**src/rtl/dmem_arb_pkg.sv**
```systemverilog
// Shared types and defaults for the DMEM port arbiter.
package dmem_arb_pkg;

    localparam int XLEN         = 32;
    localparam int DMEM_WIDTH   = 12;
    localparam int ARB_NREQ     = 3;
    localparam int ARB_NREQ_MAX = 8;
    localparam int ARB_MEM_LAT  = 1;
    localparam int ARB_LOCK_MAX = 16;
    localparam int PIPE_DEPTH   = 1 + ARB_MEM_LAT;

    // Requester ids are sized for the largest supported requester count so the
    // in-flight record keeps one layout whatever NREQ a given instance uses.
    localparam int ID_W = $clog2(ARB_NREQ_MAX);

    typedef struct packed {
        logic            vld;
        logic [ID_W-1:0] id;
        logic            we;
    } inflight_t;

endpackage

```
**src/rtl/dmem_rr_picker.sv**
```systemverilog
// Rotate-priority one-hot picker: the first set request at or after ptr wins.
module dmem_rr_picker #(
    parameter int NREQ = 3
) (
    input  logic [NREQ-1:0]         req,
    input  logic [$clog2(NREQ)-1:0] ptr,
    output logic [NREQ-1:0]         gnt
);

    localparam int PTR_W = $clog2(NREQ);

    logic             found;
    logic [PTR_W:0]   sum;
    logic [PTR_W-1:0] idx;

    // Walk the requesters starting at ptr, wrapping modulo NREQ, and grant the first hit.
    always_comb begin
        gnt   = '0;
        found = 1'b0;
        sum   = '0;
        idx   = '0;
        for (int k = 0; k < NREQ; k++) begin
            sum = {1'b0, ptr} + (PTR_W+1)'(k);
            if (sum >= (PTR_W+1)'(NREQ)) begin
                sum = sum - (PTR_W+1)'(NREQ);
            end
            idx = sum[PTR_W-1:0];
            if (!found && req[idx]) begin
                gnt[idx] = 1'b1;
                found    = 1'b1;
            end
        end
    end

endmodule

```
**src/rtl/dmem_port_arbiter.sv**
```systemverilog
// Round-robin arbiter sharing one DMEM port between NREQ requesters, with a
// bounded grant lock for read-modify-write sequences and in-order responses.
module dmem_port_arbiter
    import dmem_arb_pkg::*;
#(
    parameter int NREQ     = ARB_NREQ,
    parameter int ADDR_W   = DMEM_WIDTH,
    parameter int DATA_W   = XLEN,
    parameter int MEM_LAT  = ARB_MEM_LAT,
    parameter int LOCK_MAX = ARB_LOCK_MAX
) (
    input  logic                     clk,
    input  logic                     rst_n,
    input  logic [NREQ-1:0]          req_valid,
    output logic [NREQ-1:0]          req_ready,
    input  logic [NREQ-1:0]          req_we,
    input  logic [NREQ-1:0]          req_lock,
    input  logic [NREQ*ADDR_W-1:0]   req_addr,
    input  logic [NREQ*4-1:0]        req_be,
    input  logic [NREQ*DATA_W-1:0]   req_wdata,
    output logic [NREQ-1:0]          rsp_valid,
    output logic                     rsp_we,
    output logic [DATA_W-1:0]        rsp_rdata,
    output logic [ADDR_W-1:0]        mem_address,
    output logic [DATA_W-1:0]        mem_data,
    output logic                     mem_rden,
    output logic                     mem_wren,
    output logic [3:0]               mem_byteena,
    input  logic [DATA_W-1:0]        mem_q
);

    localparam int PTR_W = $clog2(NREQ);
    localparam int DEPTH = 1 + MEM_LAT;
    localparam int CNT_W = $clog2(LOCK_MAX + 1);

    localparam logic UNLOCKED = 1'b0;
    localparam logic LOCKED   = 1'b1;

    logic             state;
    logic [PTR_W-1:0] ptr;
    logic [PTR_W-1:0] lock_id;
    logic [CNT_W-1:0] lock_cnt;

    logic [NREQ-1:0]   req_elig;
    logic [NREQ-1:0]   gnt;
    logic              accept;
    logic [PTR_W-1:0]  acc_id;
    logic [PTR_W-1:0]  acc_next;
    logic [PTR_W-1:0]  lock_next;
    logic              acc_we;
    logic              acc_lock;
    logic [ADDR_W-1:0] acc_addr;
    logic [3:0]        acc_be;
    logic [DATA_W-1:0] acc_wdata;
    logic              lock_expire;
    logic              owner_unlock;

    inflight_t pipe_p [DEPTH];
    inflight_t tail;

    // While locked only the owner may compete; nothing is granted while reset is held.
    assign req_elig = !rst_n           ? '0 :
                      (state == LOCKED) ? (req_valid & (NREQ'(1) << lock_id)) :
                                          req_valid;

    dmem_rr_picker #(.NREQ(NREQ)) u_picker (
        .req (req_elig),
        .ptr (ptr),
        .gnt (gnt)
    );

    assign req_ready = gnt;
    assign accept    = |gnt;

    // Select the winning requester's command fields.
    always_comb begin
        acc_id    = '0;
        acc_we    = 1'b0;
        acc_lock  = 1'b0;
        acc_addr  = '0;
        acc_be    = '0;
        acc_wdata = '0;
        for (int i = 0; i < NREQ; i++) begin
            if (gnt[i]) begin
                acc_id    = PTR_W'(i);
                acc_we    = req_we[i];
                acc_lock  = req_lock[i];
                acc_addr  = req_addr[i*ADDR_W +: ADDR_W];
                acc_be    = req_be[i*4 +: 4];
                acc_wdata = req_wdata[i*DATA_W +: DATA_W];
            end
        end
    end

    assign acc_next     = (acc_id  == PTR_W'(NREQ-1)) ? '0 : acc_id  + PTR_W'(1);
    assign lock_next    = (lock_id == PTR_W'(NREQ-1)) ? '0 : lock_id + PTR_W'(1);
    assign lock_expire  = (state == LOCKED) && (lock_cnt == CNT_W'(LOCK_MAX-1));
    assign owner_unlock = (state == LOCKED) && accept && !acc_lock;

    // Pointer and lock FSM; the lock counter runs from lock set whether or not the owner issues.
    always_ff @(posedge clk or negedge rst_n) begin
        if (!rst_n) begin
            state    <= UNLOCKED;
            ptr      <= '0;
            lock_id  <= '0;
            lock_cnt <= '0;
        end else begin
            case (state)
                UNLOCKED: begin
                    if (accept) begin
                        ptr <= acc_next;
                        if (acc_lock) begin
                            state    <= LOCKED;
                            lock_id  <= acc_id;
                            lock_cnt <= '0;
                        end
                    end
                end
                LOCKED: begin
                    if (owner_unlock || lock_expire) begin
                        state    <= UNLOCKED;
                        ptr      <= lock_next;
                        lock_cnt <= '0;
                    end else begin
                        lock_cnt <= lock_cnt + CNT_W'(1);
                    end
                end
                default: state <= UNLOCKED;
            endcase
        end
    end

    // Stage p0 -> memory: register the accepted beat onto the DMEM port.
    always_ff @(posedge clk or negedge rst_n) begin
        if (!rst_n) begin
            mem_address <= '0;
            mem_data    <= '0;
            mem_rden    <= 1'b0;
            mem_wren    <= 1'b0;
            mem_byteena <= '0;
        end else begin
            mem_rden <= accept & ~acc_we;
            mem_wren <= accept & acc_we;
            if (accept) begin
                mem_address <= acc_addr;
                mem_data    <= acc_wdata;
                mem_byteena <= acc_be;
            end
        end
    end

    // Response pipe: tracks each issued beat until its data returns from memory.
    always_ff @(posedge clk or negedge rst_n) begin
        if (!rst_n) begin
            for (int k = 0; k < DEPTH; k++) begin
                pipe_p[k] <= '0;
            end
        end else begin
            pipe_p[0] <= '{vld: accept, id: ID_W'(acc_id), we: acc_we};
            for (int k = 1; k < DEPTH; k++) begin
                pipe_p[k] <= pipe_p[k-1];
            end
        end
    end

    assign tail = pipe_p[DEPTH-1];

    // Route the retiring beat back to its requester; write acks carry zero data.
    always_comb begin
        rsp_valid = '0;
        for (int i = 0; i < NREQ; i++) begin
            rsp_valid[i] = tail.vld && (tail.id == ID_W'(i));
        end
        rsp_we    = tail.vld & tail.we;
        rsp_rdata = (tail.vld && !tail.we) ? mem_q : '0;
    end

endmodule
```
**config.mk**
```make
export PLATFORM = sky130hd
export DESIGN_NAME = dmem_port_arbiter
export DESIGN_NICKNAME = d
export VERILOG_FILES = /design/src/rtl/dmem_arb_pkg.sv /design/src/rtl/dmem_rr_picker.sv /design/src/rtl/dmem_port_arbiter.sv
export SDC_FILE = /design/constraint.sdc
export NUM_CORES = 1
export LEC_CHECK = 0
export ABC_CLOCK_PERIOD_IN_PS = 2800
export CORE_AREA = 4 4 131 133
export CTS_CLUSTER_DIAMETER = 30
export DETAILED_ROUTE_END_ITERATION = 6
export DIE_AREA = 0 0 135 137
export GPL_TIMING_DRIVEN = 0
export SETUP_SLACK_MARGIN = 0.2
export SLEW_MARGIN = 30
export SYNTH_ARGS = -nofsm -noshare
export SYNTH_HDL_FRONTEND = slang
export SYNTH_SLANG_ARGS = --single-unit
```
**constraint.sdc**
```tcl
create_clock -name clk -period 2.8 [get_ports clk]
set_input_delay 0.42 -clock clk [delete_from_list [all_inputs] [get_ports clk]]
set_output_delay 0.42 -clock clk [all_outputs]
set_load 0.03 [all_outputs]
```
==> flow_metrics.py <==
metrics = {
    "run_status": {
        "outcome": "complete, but fails checks",
        "violations": "negative setup slack",
    },
    "route": {
        "wl_um": 20100,
        "routed_via_density": 5.07,
        "dr.pass1.iters": 4,
        "vias": 5003,
        "wl_per_cell_um": 20.3,
        "ant_nets": 0,
        "drt_iter0_markers": 155,
        "drc": 0,
    },
    "final_layout": {
        "nNetsFinal": 959,
        "final_util_pct": 56.8,
        "area_growth_pct": 130,
        "n_fill_cell": 1320,
        "regArea_sq_um": 1700,
        "drive_gt1_share_pct": 30.0,
        "multi_input_area_sq_um": 2970,
        "num_antenna_cells": 0,
    },
    "logic_synthesis": {
        "synth.area.top_cells": "dfrtp_1 (43%), nand3b_1 (9.2%), o22ai_1 (8.0%), a21oi_1 (6.9%), o21ai_0 (6.3%)",
        "netlist_area_sq_um": 3910,
        "synthArstFlopShare_pct": 100,
        "yosys_warnings": 0,
        "ys_seq_area_share_pct": 43.5,
        "syn_nets": 628,
        "synthDistinctLibCells": 48,
        "synth.avg_cell_area_sq_um": 8.99,
        "ys.flop_type": "dfrtp_1",
        "yosys_register_bits": 68,
        "yosysTopAreaCell": "dfrtp_1",
        "synth_edf_count": 0,
        "synth_cells": 435,
        "synth_top_area_share_pct": 43.5,
    },
    "clocking": {
        "clkSinkCount": 68,
        "clock_latency_ns": 0.33,
        "h-tree-depth": 3,
        "cts_tree": "built",
        "cts_root_buf": "clkbuf_16",
        "clkTransAtPathRegs_ns": 0.06,
        "clk_path_buf_depth": 2,
        "cts_made_buffers": 9,
    },
    "power_and_ir_drop": {
        "power_density_nw_per_um2": 1330,
        "irDropWorstVdd_uv": 761,
        "p_leak_nw": 3.50,
    },
    "sta": {
        "finalCriticalPeriod_ns": 2.84,
        "fin_skew_ns": 0.00819,
        "rsz0062_at_grt": "yes",
        "slew_headroom_pct": 63.9,
        "final_hold_viol_count": 0,
        "fin_ws_ns": -0.0422,
        "slew_viol_final": 0,
        "fin_crit_sh_pct": 102,
        "worst_pin_slew_ns": 0.541,
        "fmax_mhz": 352,
        "setup_viol": 30,
    },
    "placed_design": {
        "dp_hpwl_um": 13800,
        "gp_congestion": 0.880,
        "io_buffers": 275,
        "dp_slack_ns": -0.932,
    },
    "critical_path": {
        "startpoint_type": "register",
        "worstSetupPathType": "reg -> reg",
        "slowest_stage": "dfrtp_2",
        "cp.required_ns": 3.07,
        "crit_chain": "inv_2 > ha_4 > nand4b_1 > a21oi_2 > a221o_1 > and2_4 > a221o_1 > buf_6 > buf_6 > a311o_1 > a2111oi_1 > a221o_1",
        "cp.arrival_ns": 3.11,
        "critPathTopFamily": "compound AO/OA/AOI/OAI gates",
        "cpPeakStageDelay_ns": 0.45,
        "cp.buffers_inverters": 3,
        "cp_max_fo": 7,
        "crit_top_cell": "a221o_1",
        "crit_path_end_kind": "register",
    },
    "global_route": {
        "grt_max_degree": 37,
        "grt.overflow.total": 0,
        "grt_usage_pct": 20.2,
        "grt_first_pass_wirelength_um": 29000,
        "grt_pass1_vias": 5286,
        "antenna_found_initial": 0,
    },
    "floorplan": {
        "row_count": 46,
        "initial_core_util_pct": 24.7,
        "ios": 276,
        "die_h_um": 137,
        "core_area_sq_um": 15800,
        "fp.dieW_um": 135,
        "die_area_sq_um": 18500,
    },
    "job": {
        "drv_cap": 0,
    },
    "min_path": {
        "hold_path_class": "in -> async",
    },
}
metal layers:
metal | vias to the layer above | track usage [%] | wire, um
li1 | 2298 | - | -
met1 | 2395 | 22.8 | 7600
met4 | 0 | 7.00 | 340
met2 | 277 | 36.8 | 10500
met5 | - | 0 | 0
met3 | 33 | 5.51 | 1630
path summary, 6_finish.rpt:
check,from,endpoint,slack [ns],cells after the start
max reg2reg,ptr[1]$_DFFE_PN0P_,lock_cnt[2]$_DFFE_PN0P_,-0.04,12
min,rst_n,mem_data[7]$_DFFE_PN0P_,0.09,2
max,ptr[1]$_DFFE_PN0P_,lock_cnt[2]$_DFFE_PN0P_,-0.04,12
min reg2reg,pipe_p[9]$_DFF_PN0_,pipe_p[4]$_DFF_PN0_,0.35,0
min in group clk,pipe_p[9]$_DFF_PN0_,pipe_p[4]$_DFF_PN0_,0.35,0
max in group asynchronous,rst_n,mem_data[8]$_DFFE_PN0P_,2.08,2
Yosys cell counts, types with 4 or more instances:
cell / number
dfrtp_1: 68
a21oi_1: 54
o22ai_1: 50
o21ai_0: 49
nand3b_1: 48
and2_1: 36
clkbuf_1: 22
inv_1: 9
buf_1: 8
nand2_1: 8
buf_2: 7
ha_1: 6
nor2_1: 6
nand3_1: 5
a21o_1: 4
nor2b_1: 4
cells in the final DEF (no fill, tap or decap), types with 3 or more instances in the layout:
cell,count
clkbuf_8,3
inv_2,4
clkbuf_2,10
a221o_1,3
o21ai_1,16
o22ai_2,13
o22ai_4,37
clkdlybuf4s50_1,260
a21oi_1,16
dlymetal6s2s_1,10
nand3_1,4
o21ai_0,31
a21oi_2,37
a211oi_2,3
a21o_1,4
buf_4,35
dfrtp_1,66
clkbuf_4,6
clkbuf_1,3
nor2_1,5
buf_6,12
and2_1,34
ha_1,4
inv_1,4
clkbuf_16,17
nand2_1,6
nand3b_1,48
buf_12,6
where the power goes:
group          internal [mW]  leakage, nW  switching, mW
clock network          0.850        0.169          0.436
registers               1.49        0.783          0.458
logic                   4.33         2.55           4.39
total                   6.67         3.50           5.28
cell families after synthesis:
group	after synthesis	synth area share (%)
simple gates	124	20.4
mux	3	0.863
flops	68	43.5
compound gates	184	27.9
fa+ha+maj	6	1.92
xor+xnor	1	0.224
buf+inv	49	5.21
registers in the layout, indices dropped and copies added (netlist names):
register,flops
mem_wren,1
lock_cnt,5
mem_byteena,4
mem_data,32
state,1
mem_address,12
mem_rden,1
ptr,2
pipe_p,8
lock_id,2
metrics by stage:
stage	TNS [ns]	std cells	area (sq um)	total power [mW]	hold slack [ns]
finish	-0.485	987	9000	11.9	0.0929
global route	-3.93	987	9000	12.6	0.108
CTS	-0.00793	970	8300	10.5	0.101
detailed placement	-40.59	927	6970	7.13	0.337
global placement	-332.11	926	6950	7.02	0.332
floorplan	0	435	3930	4.95	0.124
cell type report:
cell class | instances | share of cell area, %
clock inverter | 4 | 0.779
buffer | 39 | 4.20
timing repair buffer | 320 | 36.6
clock buffer | 12 | 2.96
multi-input combinational | 318 | 33.0
tap | 216 | 3.00
sequential | 68 | 18.9
inverter | 10 | 0.473
timing repair:
item | CTS | global route
hold buffers | 2 | 0
setup buffers | 20 | 16
cloned | 5 | 1
resized for setup | 171 | 143
setup endpoints to repair | 95 | 80
pin swaps | 13 | 63
hold endpoints to repair | 4 | 0
No activity file was read; power rests on OpenSTA's default activity.
